==> src/rtl/sobel_pkg.sv <==
// Shared constants for the Sobel edge stage: pipeline depth and widths derived from the pixel width.
package sobel_pkg;

  localparam int DATA_WIDTH_DEF = 8;
  localparam int CNT_WIDTH_DEF  = 19;
  localparam int SOBEL_LATENCY  = 3;

  localparam int GRAD_W  = DATA_WIDTH_DEF + 2;
  localparam int SUM_W   = DATA_WIDTH_DEF + 3;
  localparam int MAG_MAX = (1 << DATA_WIDTH_DEF) - 1;

  // Width helpers so instances with a non-default pixel width stay consistent.
  function automatic int grad_w(input int dw);
    return dw + 2;
  endfunction

  function automatic int sum_w(input int dw);
    return dw + 3;
  endfunction

endpackage

==> src/rtl/sync_delay_line.sv <==
// Fixed-depth shift register that keeps frame/line syncs aligned with a filter pipeline.
// Exposes the last stage and the one before it so the filter can gate its final data register.
module sync_delay_line #(
  parameter int WIDTH = 2,
  parameter int DEPTH = 3
) (
  input  logic             clk,
  input  logic             rst_n,
  input  logic [WIDTH-1:0] din,
  output logic [WIDTH-1:0] dout,
  output logic [WIDTH-1:0] dout_pre
);

  logic [DEPTH*WIDTH-1:0] shift_q;
  logic [DEPTH*WIDTH-1:0] shift_d;

  // Stage 0 occupies the low slice; DEPTH must be at least 2.
  always_comb begin
    shift_d = {shift_q[(DEPTH-1)*WIDTH-1:0], din};
  end

  always_ff @(posedge clk or negedge rst_n) begin
    if (!rst_n) begin
      shift_q <= '0;
    end else begin
      shift_q <= shift_d;
    end
  end

  assign dout     = shift_q[(DEPTH-1)*WIDTH +: WIDTH];
  assign dout_pre = shift_q[(DEPTH-2)*WIDTH +: WIDTH];

endmodule

==> src/rtl/sobel_edge_detector.sv <==
// Sobel |Gx|+|Gy| on a 3x3 window in a 3-stage pipeline, with saturated magnitude, threshold edge bit
// and a per-frame edge-pixel counter. Accepts one window per clock, never stalls.
module sobel_edge_detector
  import sobel_pkg::*;
#(
  parameter int DATA_WIDTH = DATA_WIDTH_DEF,
  parameter int CNT_WIDTH  = CNT_WIDTH_DEF
) (
  input  logic                  clk,
  input  logic                  rst_n,
  input  logic                  matrix_frame_vsync,
  input  logic                  matrix_frame_href,
  input  logic [DATA_WIDTH-1:0] matrix_p11,
  input  logic [DATA_WIDTH-1:0] matrix_p12,
  input  logic [DATA_WIDTH-1:0] matrix_p13,
  input  logic [DATA_WIDTH-1:0] matrix_p21,
  input  logic [DATA_WIDTH-1:0] matrix_p22,
  input  logic [DATA_WIDTH-1:0] matrix_p23,
  input  logic [DATA_WIDTH-1:0] matrix_p31,
  input  logic [DATA_WIDTH-1:0] matrix_p32,
  input  logic [DATA_WIDTH-1:0] matrix_p33,
  input  logic [DATA_WIDTH-1:0] threshold,
  output logic                  post_frame_vsync,
  output logic                  post_frame_href,
  output logic [DATA_WIDTH-1:0] post_img_mag,
  output logic                  post_img_edge,
  output logic [CNT_WIDTH-1:0]  frame_edge_cnt,
  output logic                  frame_done
);

  localparam int GW = grad_w(DATA_WIDTH);
  localparam int SW = sum_w(DATA_WIDTH);
  localparam logic [SW-1:0] MAG_SAT = {{(SW-DATA_WIDTH){1'b0}}, {DATA_WIDTH{1'b1}}};

  logic [1:0] sync_out;
  logic [1:0] sync_pre;

  sync_delay_line #(
    .WIDTH (2),
    .DEPTH (SOBEL_LATENCY)
  ) u_sync_delay (
    .clk      (clk),
    .rst_n    (rst_n),
    .din      ({matrix_frame_vsync, matrix_frame_href}),
    .dout     (sync_out),
    .dout_pre (sync_pre)
  );

  assign post_frame_vsync = sync_out[1];
  assign post_frame_href  = sync_out[0];

  // Stage 1: weighted column/row sums, kept unsigned.
  logic [GW-1:0] gx_p_q, gx_n_q, gy_p_q, gy_n_q;
  logic [GW-1:0] gx_p_d, gx_n_d, gy_p_d, gy_n_d;

  always_comb begin
    gx_p_d = GW'(matrix_p13) + (GW'(matrix_p23) << 1) + GW'(matrix_p33);
    gx_n_d = GW'(matrix_p11) + (GW'(matrix_p21) << 1) + GW'(matrix_p31);
    gy_p_d = GW'(matrix_p11) + (GW'(matrix_p12) << 1) + GW'(matrix_p13);
    gy_n_d = GW'(matrix_p31) + (GW'(matrix_p32) << 1) + GW'(matrix_p33);
  end

  // Stage 2: absolute differences as larger minus smaller.
  logic [GW-1:0] abs_gx_q, abs_gy_q;
  logic [GW-1:0] abs_gx_d, abs_gy_d;

  always_comb begin
    abs_gx_d = (gx_p_q >= gx_n_q) ? (gx_p_q - gx_n_q) : (gx_n_q - gx_p_q);
    abs_gy_d = (gy_p_q >= gy_n_q) ? (gy_p_q - gy_n_q) : (gy_n_q - gy_p_q);
  end

  // Stage 3: gated by the href that lands in the last sync stage on the same edge.
  logic [SW-1:0]         sum;
  logic [DATA_WIDTH-1:0] mag_q, mag_d;
  logic                  edge_q, edge_d;

  always_comb begin
    sum    = SW'(abs_gx_q) + SW'(abs_gy_q);
    mag_d  = '0;
    edge_d = 1'b0;
    if (sync_pre[0]) begin
      mag_d  = (sum > MAG_SAT) ? {DATA_WIDTH{1'b1}} : sum[DATA_WIDTH-1:0];
      edge_d = (sum > SW'(threshold));
    end
  end

  always_ff @(posedge clk or negedge rst_n) begin
    if (!rst_n) begin
      gx_p_q   <= '0;
      gx_n_q   <= '0;
      gy_p_q   <= '0;
      gy_n_q   <= '0;
      abs_gx_q <= '0;
      abs_gy_q <= '0;
      mag_q    <= '0;
      edge_q   <= 1'b0;
    end else begin
      gx_p_q   <= gx_p_d;
      gx_n_q   <= gx_n_d;
      gy_p_q   <= gy_p_d;
      gy_n_q   <= gy_n_d;
      abs_gx_q <= abs_gx_d;
      abs_gy_q <= abs_gy_d;
      mag_q    <= mag_d;
      edge_q   <= edge_d;
    end
  end

  assign post_img_mag  = mag_q;
  assign post_img_edge = edge_q;

  // Per-frame edge accounting on the delayed syncs.
  logic                 vs_prev_q;
  logic [CNT_WIDTH-1:0] acc_q, acc_d;
  logic [CNT_WIDTH-1:0] frame_edge_cnt_q, frame_edge_cnt_d;
  logic                 frame_done_q, frame_done_d;
  logic                 inc;
  logic [CNT_WIDTH-1:0] acc_inc;
  logic                 vs_fall;
  logic                 vs_rise;

  always_comb begin
    inc              = post_frame_href & edge_q;
    acc_inc          = (inc && (acc_q != {CNT_WIDTH{1'b1}})) ? (acc_q + CNT_WIDTH'(1)) : acc_q;
    vs_fall          = vs_prev_q & ~post_frame_vsync;
    vs_rise          = ~vs_prev_q & post_frame_vsync;
    acc_d            = acc_inc;
    frame_edge_cnt_d = frame_edge_cnt_q;
    frame_done_d     = 1'b0;
    if (vs_fall) begin
      frame_edge_cnt_d = acc_inc;
      frame_done_d     = 1'b1;
      acc_d            = '0;
    end else if (vs_rise) begin
      // Stale partial counts are dropped; a pixel arriving with the rising edge belongs to the new frame.
      acc_d = CNT_WIDTH'(inc);
    end
  end

  always_ff @(posedge clk or negedge rst_n) begin
    if (!rst_n) begin
      vs_prev_q        <= 1'b0;
      acc_q            <= '0;
      frame_edge_cnt_q <= '0;
      frame_done_q     <= 1'b0;
    end else begin
      vs_prev_q        <= post_frame_vsync;
      acc_q            <= acc_d;
      frame_edge_cnt_q <= frame_edge_cnt_d;
      frame_done_q     <= frame_done_d;
    end
  end

  assign frame_edge_cnt = frame_edge_cnt_q;
  assign frame_done     = frame_done_q;

endmodule
==> config.mk <==
export PLATFORM = sky130hd
export DESIGN_NAME = sobel_edge_detector
export DESIGN_NICKNAME = d
export VERILOG_FILES = /design/src/rtl/sobel_pkg.sv /design/src/rtl/sync_delay_line.sv /design/src/rtl/sobel_edge_detector.sv
export SDC_FILE = /design/constraint.sdc
export NUM_CORES = 1
export LEC_CHECK = 0
export BUFFER_PORTS_ARGS = -buffer_cell sky130_fd_sc_hd__buf_2
export CAP_MARGIN = 25
export CELL_PAD_IN_SITES_DETAIL_PLACEMENT = 1
export CELL_PAD_IN_SITES_GLOBAL_PLACEMENT = 2
export CORE_MARGIN = 3
export CORE_UTILIZATION = 26
export DETAILED_ROUTE_END_ITERATION = 10
export PLACE_DENSITY_LB_ADDON = 0.1
export SLEW_MARGIN = 15
export SYNTH_ARGS = -nofsm -noshare
export SYNTH_HDL_FRONTEND = slang
export SYNTH_SLANG_ARGS = --single-unit
==> constraint.sdc <==
create_clock -name clk -period 3.05 [get_ports clk]
set_clock_uncertainty 0.05 [all_clocks]
set_input_delay 0.4575 -clock clk [delete_from_list [all_inputs] [get_ports clk]]
set_output_delay 0.4575 -clock clk [all_outputs]
set_load 0.005 [all_outputs]
==> reports/metrics.yaml, run 1 <==
run_status:
  status: "finished, final reports clean"
power:
  vdd_ir_drop_max_uv: 351
  p_per_area_mw_per_mm2: 956
  p_leak_nw: 4.59
  total_power_mw: 8.99
timing:
  slew_headroom_pct: 47.3
  holdWs_ns: 0.0713
  final-hold-violation-count: 0
  period_share_pct: 88.9
  setup_tns_ns: 0
  fmax_ghz: 0.369
  fin_crit_ns: 2.71
  setup_viol: 0
  finalMaxSlewViolations: 0
  setup_ws_ns: 0.339
  grt_setup_unrepaired: "false"
  tightest_slew_ns: 0.790
worst_setup_path:
  arrival_ns: 2.95
  worst-path-stages: 13
  cp.required_ns: 3.29
  critPathTopFamily: "compound AO/OA/AOI/OAI gates"
  reg2reg_to: "post_img_edge"
  cp_cell_sequence: "ha_1, inv_1, fa_1, nor2b_1, o21ai_1, a21boi_2, o21a_1, or3_1, and2_1, ha_1, nand4_1, o21ai_0, o21bai_1"
  cpPeakStageDelay_ns: 0.36
  endpoint: "post_img_edge"
  r2r_cells: 13
  critPathSlowestCell: "dfrtp_1"
  crit_path_max_fanout: 4
  crit_top_cell: "ha_1"
  timing.rr.start: "abs_gx_q[0]"
  critPathCaptureType: "flip-flop"
  crit_start: "abs_gx_q[0]"
  crit_type: "reg -> reg"
  worst-path-buf-inv: 1
  r2r_slack_ns: 0.34
  worst_setup_path_start_kind: "flip-flop"
grt:
  grt-ovfl-total: 0
  grt_pass1_vias: 6344
  antenna_found_initial: 0
  grt_pass1_wl_um: 33900
  grt_use_total_pct: 13.5
  grt_max_degree: 61
drt:
  dr.pass1.iters: 4
  wl_per_cell_um: 16.1
  post-route-drc-count: 0
  drtAntennaViolNets: 0
  drt_iter0_drc: 132
  viasPerCell: 4.46
  vias: 5609
  drt_wl_total_um: 20300
clock_network:
  post_cts_buffers: 0
  cts.sinks: 115
  ctsHoldBuffers: 0
  root_buffer: "clkbuf_16"
  ctsResizeCount: 0
  cts_tree: "done"
  cts_buffers: 17
  clkTransAtPathRegs_ns: 0.06
  clock_latency_ns: 0.41
  cts_max_level: 4
  max-clock-path-buffers: 2
place:
  place_ws_ns: 0.230
  gp_congestion: 0.814
  port_buffers: 106
  hpwl_um: 16700
synthesis:
  yosysTopAreaCell: "dfrtp_1"
  synth.net_count: 957
  ys_seq_area_share_pct: 36.9
  async_reset_ff_share_pct: 100
  synth.avg_cell_area_um2: 10.5
  yosysWarnings: 0
  synth-main-ff-cell: "dfrtp_1"
  synth_seq_cells: 115
  syn_inst: 743
  syn-cell-area_mm2: 0.00780
  synth.distinct_cells: 61
  synth.area.top_cells: "dfrtp_1 (37%), ha_1 (15%), fa_1 (9.5%)"
  synth_edf_count: 0
  yosysTopAreaCellShare_pct: 36.9
final_layout:
  multi_input_area_mm2: 0.00456
  sequential_cell_area_mm2: 0.00288
  drive_gt1_share_pct: 19.0
  utilization_pct: 32.2
  nFillCells: 3335
  antenna_cells_inserted: 0
  syn2layout_area_growth_pct: 20.5
  nets: 1074
die:
  ios: 115
  coreArea_mm2: 0.0292
  start_util_pct: 26.7
  die_w_um: 179
  num_rows: 62
  die_h_um: 179
  die-area_mm2: 0.0321
hold_path:
  hold_class: "in -> async"
job:
  cap_viol_max_count: 0
-- cell usage after synthesis (all sizes together) (9+ instances only) --
cell type	n
nand2b	16
nor3	12
xor2	26
inv	81
o41ai	9
a21oi	43
mux2i	15
nand2	40
dfrtp	115
a21o	21
a211oi	10
xnor2	33
nand4	12
fa	37
ha	93
nor2b	10
o21ai	42
nor2	56
-- routing by layer --
layer,wire [um],global-route usage (%)
met5,0,0
met3,708,2.41
met1,9650,18.0
met4,282,3.64
met2,9630,22.7
-- cells by family after synthesis --
group                    synth area share [%]
AND/OR/NAND/NOR                          10.9
AO/OA/AOI/OAI                            14.3
adder cells (fa/ha/maj)                  24.4
flip-flops                               36.9
buffers and inverters                    4.73
XOR/XNOR                                 6.63
multiplexers                             2.12
-- registers in the layout, summed over array words and instances (netlist names) --
name and count:
gy_n_q 10, post_img_mag 8, gy_p_q 10, acc_q 19, vs_prev_q 1, frame_edge_cnt 19, frame_done 1, gx_p_q 10
abs_gx_q 10, u_sync_delay.shift_q 6, gx_n_q 10, post_img_edge 1, abs_gy_q 10
-- through the flow --
step | area (um2) | std cells
2_1_floorplan | 7800 | 743
3_3_place_gp | 8790 | 1225
3_5_place_dp | 8790 | 1225
4_1_cts | 9400 | 1257
5_1_grt | 9400 | 1257
6_report | 9400 | 1257
-- worst min path at each step --
stage                               to               startpoint  depth (start not counted)
4_1_cts        u_sync_delay.shift_q[1]       matrix_frame_vsync                          1
3_5_place_dp   u_sync_delay.shift_q[3]  u_sync_delay.shift_q[1]                          0
5_1_grt        u_sync_delay.shift_q[1]       matrix_frame_vsync                          1
3_3_place_gp   u_sync_delay.shift_q[2]  u_sync_delay.shift_q[0]                          0
2_1_floorplan              abs_gx_q[0]                    rst_n                          0
6_report               post_img_mag[2]                    rst_n                          1
-- report_power, final --
| part | internal (mW) | switching (mW) |
|---|---|---|
| Clock | 1.29 | 0.771 |
| Sequential | 1.97 | 0.238 |
| Combinational | 2.09 | 2.63 |
-- worst register-to-register path, delay by kind of cell, from the launching register on --
family                     cells  cell delay (ns)
AOI/OAI and AO/OA              5             0.76
adders and majority gates      3             0.70
and+or+nand+nor                4             0.67
DFF                            1             0.36
buffers and inverters          1             0.07
-- cell type report --
type	instances	area share (%)
Clock buffer	17	4.53
Clock inverter	15	1.90
Inverter	81	3.23
Multi-Input combinational cell	535	48.5
Sequential cell	115	30.6
Tap cell	384	5.11
Timing Repair Buffer	110	6.12
-- placed cells by master (no fill, tap or decap), drive strengths merged, types with 15 or more instances in the layout --
master,netlist,final
a21oi,43,43
fa,37,37
o21ai,42,42
clkbuf,5,17
nand2,40,40
mux2i,15,15
inv,81,85
xnor2,33,33
nor2,56,56
dfrtp,115,115
buf,7,110
xor2,26,26
a21o,21,21
ha,93,93
nand2b,16,16
Note: power is estimated with default switching activity, not from simulation.
==> run 2: changes to the inputs <==
Settings changed: CTS_BUF_LIST from default to sky130_fd_sc_hd__clkbuf_2.
==> run 2 against run 1 <==
Die area did not move. Global-route usage hardly changed. Critical path depth unchanged. Fmax decreased by 0.47%. Utilization shrank 0.78 points. Sequential share of layout area rose by 0.76 points. Setup slack got worse by 0.013 ns. Clock-buffer cell count stayed put. Sequential power barely moved. Non-clock buffer count rose by 11. Worst hold slack improved by 0.023 ns. Register-to-register slack hardly changed. Critical path type unchanged. Highest routed layer unchanged.
==> reports/metrics.yaml, run 2 (same netlist as run 1, synthesis figures left out) <==
run_status:
  status: "finished, final reports clean"
drt:
  wl_per_cell_um: 16.0
  dr.max_layer_used: "met4"
  dr.pass1.iters: 4
  drt_wl_total_um: 20400
  wl_met1_um: 9640
  drtAntennaViolNets: 0
  route.met2.wl_um: 9690
  met3WireLength_um: 746
  vias: 5656
  post-route-drc-count: 0
  viasPerCell: 4.46
  drt_iter0_drc: 108
clock_network:
  cts_max_level: 4
  clkTransAtPathRegs_ns: 0.19
  cts_tree: "done"
  clock_latency_ns: 0.70
  root_buffer: "clkbuf_2"
  cts_buffers: 17
  max-clock-path-buffers: 2
  cts.sinks: 115
die:
  die_w_um: 179
  num_rows: 62
  die-area_mm2: 0.0321
  die_h_um: 179
  coreArea_mm2: 0.0292
  ios: 115
  start_util_pct: 26.7
power:
  p_leak_nw: 4.50
  vdd_ir_drop_max_uv: 252
  total_power_mw: 8.07
  p_per_area_mw_per_mm2: 880
worst_setup_path:
  cpPeakStageDelay_ns: 0.41
  critPathSlowestCell: "dfrtp_1"
  critPathCaptureType: "flip-flop"
  critPathTopFamily: "compound AO/OA/AOI/OAI gates"
  crit_type: "reg -> reg"
  cp_cell_sequence: "ha_1, inv_1, fa_1, nor2b_1, o21ai_1, a21boi_2, o21a_1, or3_1, and2_1, ha_1, nand4_1, o21ai_0, o21bai_1"
  crit_path_max_fanout: 4
  cp.required_ns: 3.58
  worst_setup_path_start_kind: "flip-flop"
  arrival_ns: 3.25
  crit_top_cell: "ha_1"
  worst-path-buf-inv: 1
timing:
  setup_viol: 0
  grt_setup_unrepaired: "false"
  fin_crit_ns: 2.72
  slew_headroom_pct: 48.0
  setup_tns_ns: 0
  fmax_ghz: 0.367
  tightest_slew_ns: 0.780
  final-hold-violation-count: 0
  period_share_pct: 89.3
  finalMaxSlewViolations: 0
place:
  gp_congestion: 0.814
  hpwl_um: 16700
  port_buffers: 106
grt:
  grt_pass1_vias: 6383
  antenna_found_initial: 1
  grt-ovfl-total: 0
  grt_use_total_pct: 13.5
  grt_max_degree: 61
  grt_pass1_wl_um: 34000
final_layout:
  nets: 1085
  syn2layout_area_growth_pct: 17.6
  most-common-layout-cells: "dfrtp_1 (115), buf_2 (105), ha_1 (93), inv_1 (81), nor2_1 (54)"
  final_common_cell: "dfrtp_1"
  drive_gt1_share_pct: 18.8
job:
  cap_viol_max_count: 0
hold_path:
  hold_class: "in -> reg"
run 2: cell types whose count changed in the layout (fill, tap and decap cells not counted), sizes merged:
cell | before | now
dlygate4sd3 | 0 | 11
diode | 0 | 1
run 2: power breakdown:
| group | internal [mW] | total (mW) | leakage (nW) | switching (mW) |
|---|---|---|---|---|
| clock | 0.465 | 1.14 | 0.159 | 0.672 |
| sequential | 1.96 | 2.20 | 1.42 | 0.239 |
| combinational | 2.10 | 4.73 | 2.91 | 2.63 |
| total | 4.53 | 8.07 | 4.50 | 3.54 |
run 2: stage by stage:
step / setup slack [ns] / utilization (%) / cells / instance area (um2) / hold WS, ns
2_1_floorplan: 0.520 / - / 743 / 7800 / 0.112
3_3_place_gp: 0.241 / 30.1 / 1225 / 8790 / 0.288
3_5_place_dp: 0.230 / 30.1 / 1225 / 8790 / 0.289
4_1_cts: 0.225 / 31.4 / 1268 / 9170 / 0.00275
5_1_grt: 0.0863 / 31.4 / 1269 / 9170 / 0.00960
6_report: 0.326 / 31.4 / 1269 / 9170 / 0.0948
run 2: layer usage:
metal	vias to the layer above	track usage [%]
li1	2794	-
met1	2729	17.8
met2	112	22.9
met3	21	2.41
met4	0	3.35
met5	-	0
run 2: worst paths after layout:
path	start	endpoint	slack, ns	cells after the start
max in group asynchronous	rst_n	abs_gy_q[8]	1.82	3
max reg2reg	abs_gx_q[0]	post_img_edge	0.33	13
min	matrix_p12[7]	gy_p_q[8]	0.09	3
max	abs_gx_q[0]	post_img_edge	0.33	13
min in group asynchronous	rst_n	post_img_mag[2]	0.33	2
min reg2reg	u_sync_delay.shift_q[0]	u_sync_delay.shift_q[2]	0.33	0
run 2: worst min-delay path, cell delays in order:
cell and delay [ns]:
buf_2 0.08, ha_1 0.18, xnor2_1 0.08
run 2: what timing repair did:
item / 4_1_cts / 5_1_grt
gates resized for setup: 0 / 1
hold buffers: 11 / 0
endpoints found under the setup margin: 0 / 1
buffers inserted: 0 / 0
endpoints found under the hold margin: 63 / 0
run 2: layout make-up:
cell class                      instances  area [um2]
Fill cell                            3365       20000
Multi-Input combinational cell        535        4560
Sequential cell                       115        2880
Timing Repair Buffer                  121         686
Tap cell                              384         480
Inverter                               81         304
Clock inverter                         15         179
Clock buffer                           17        85.1
Antenna cell                            1        2.50
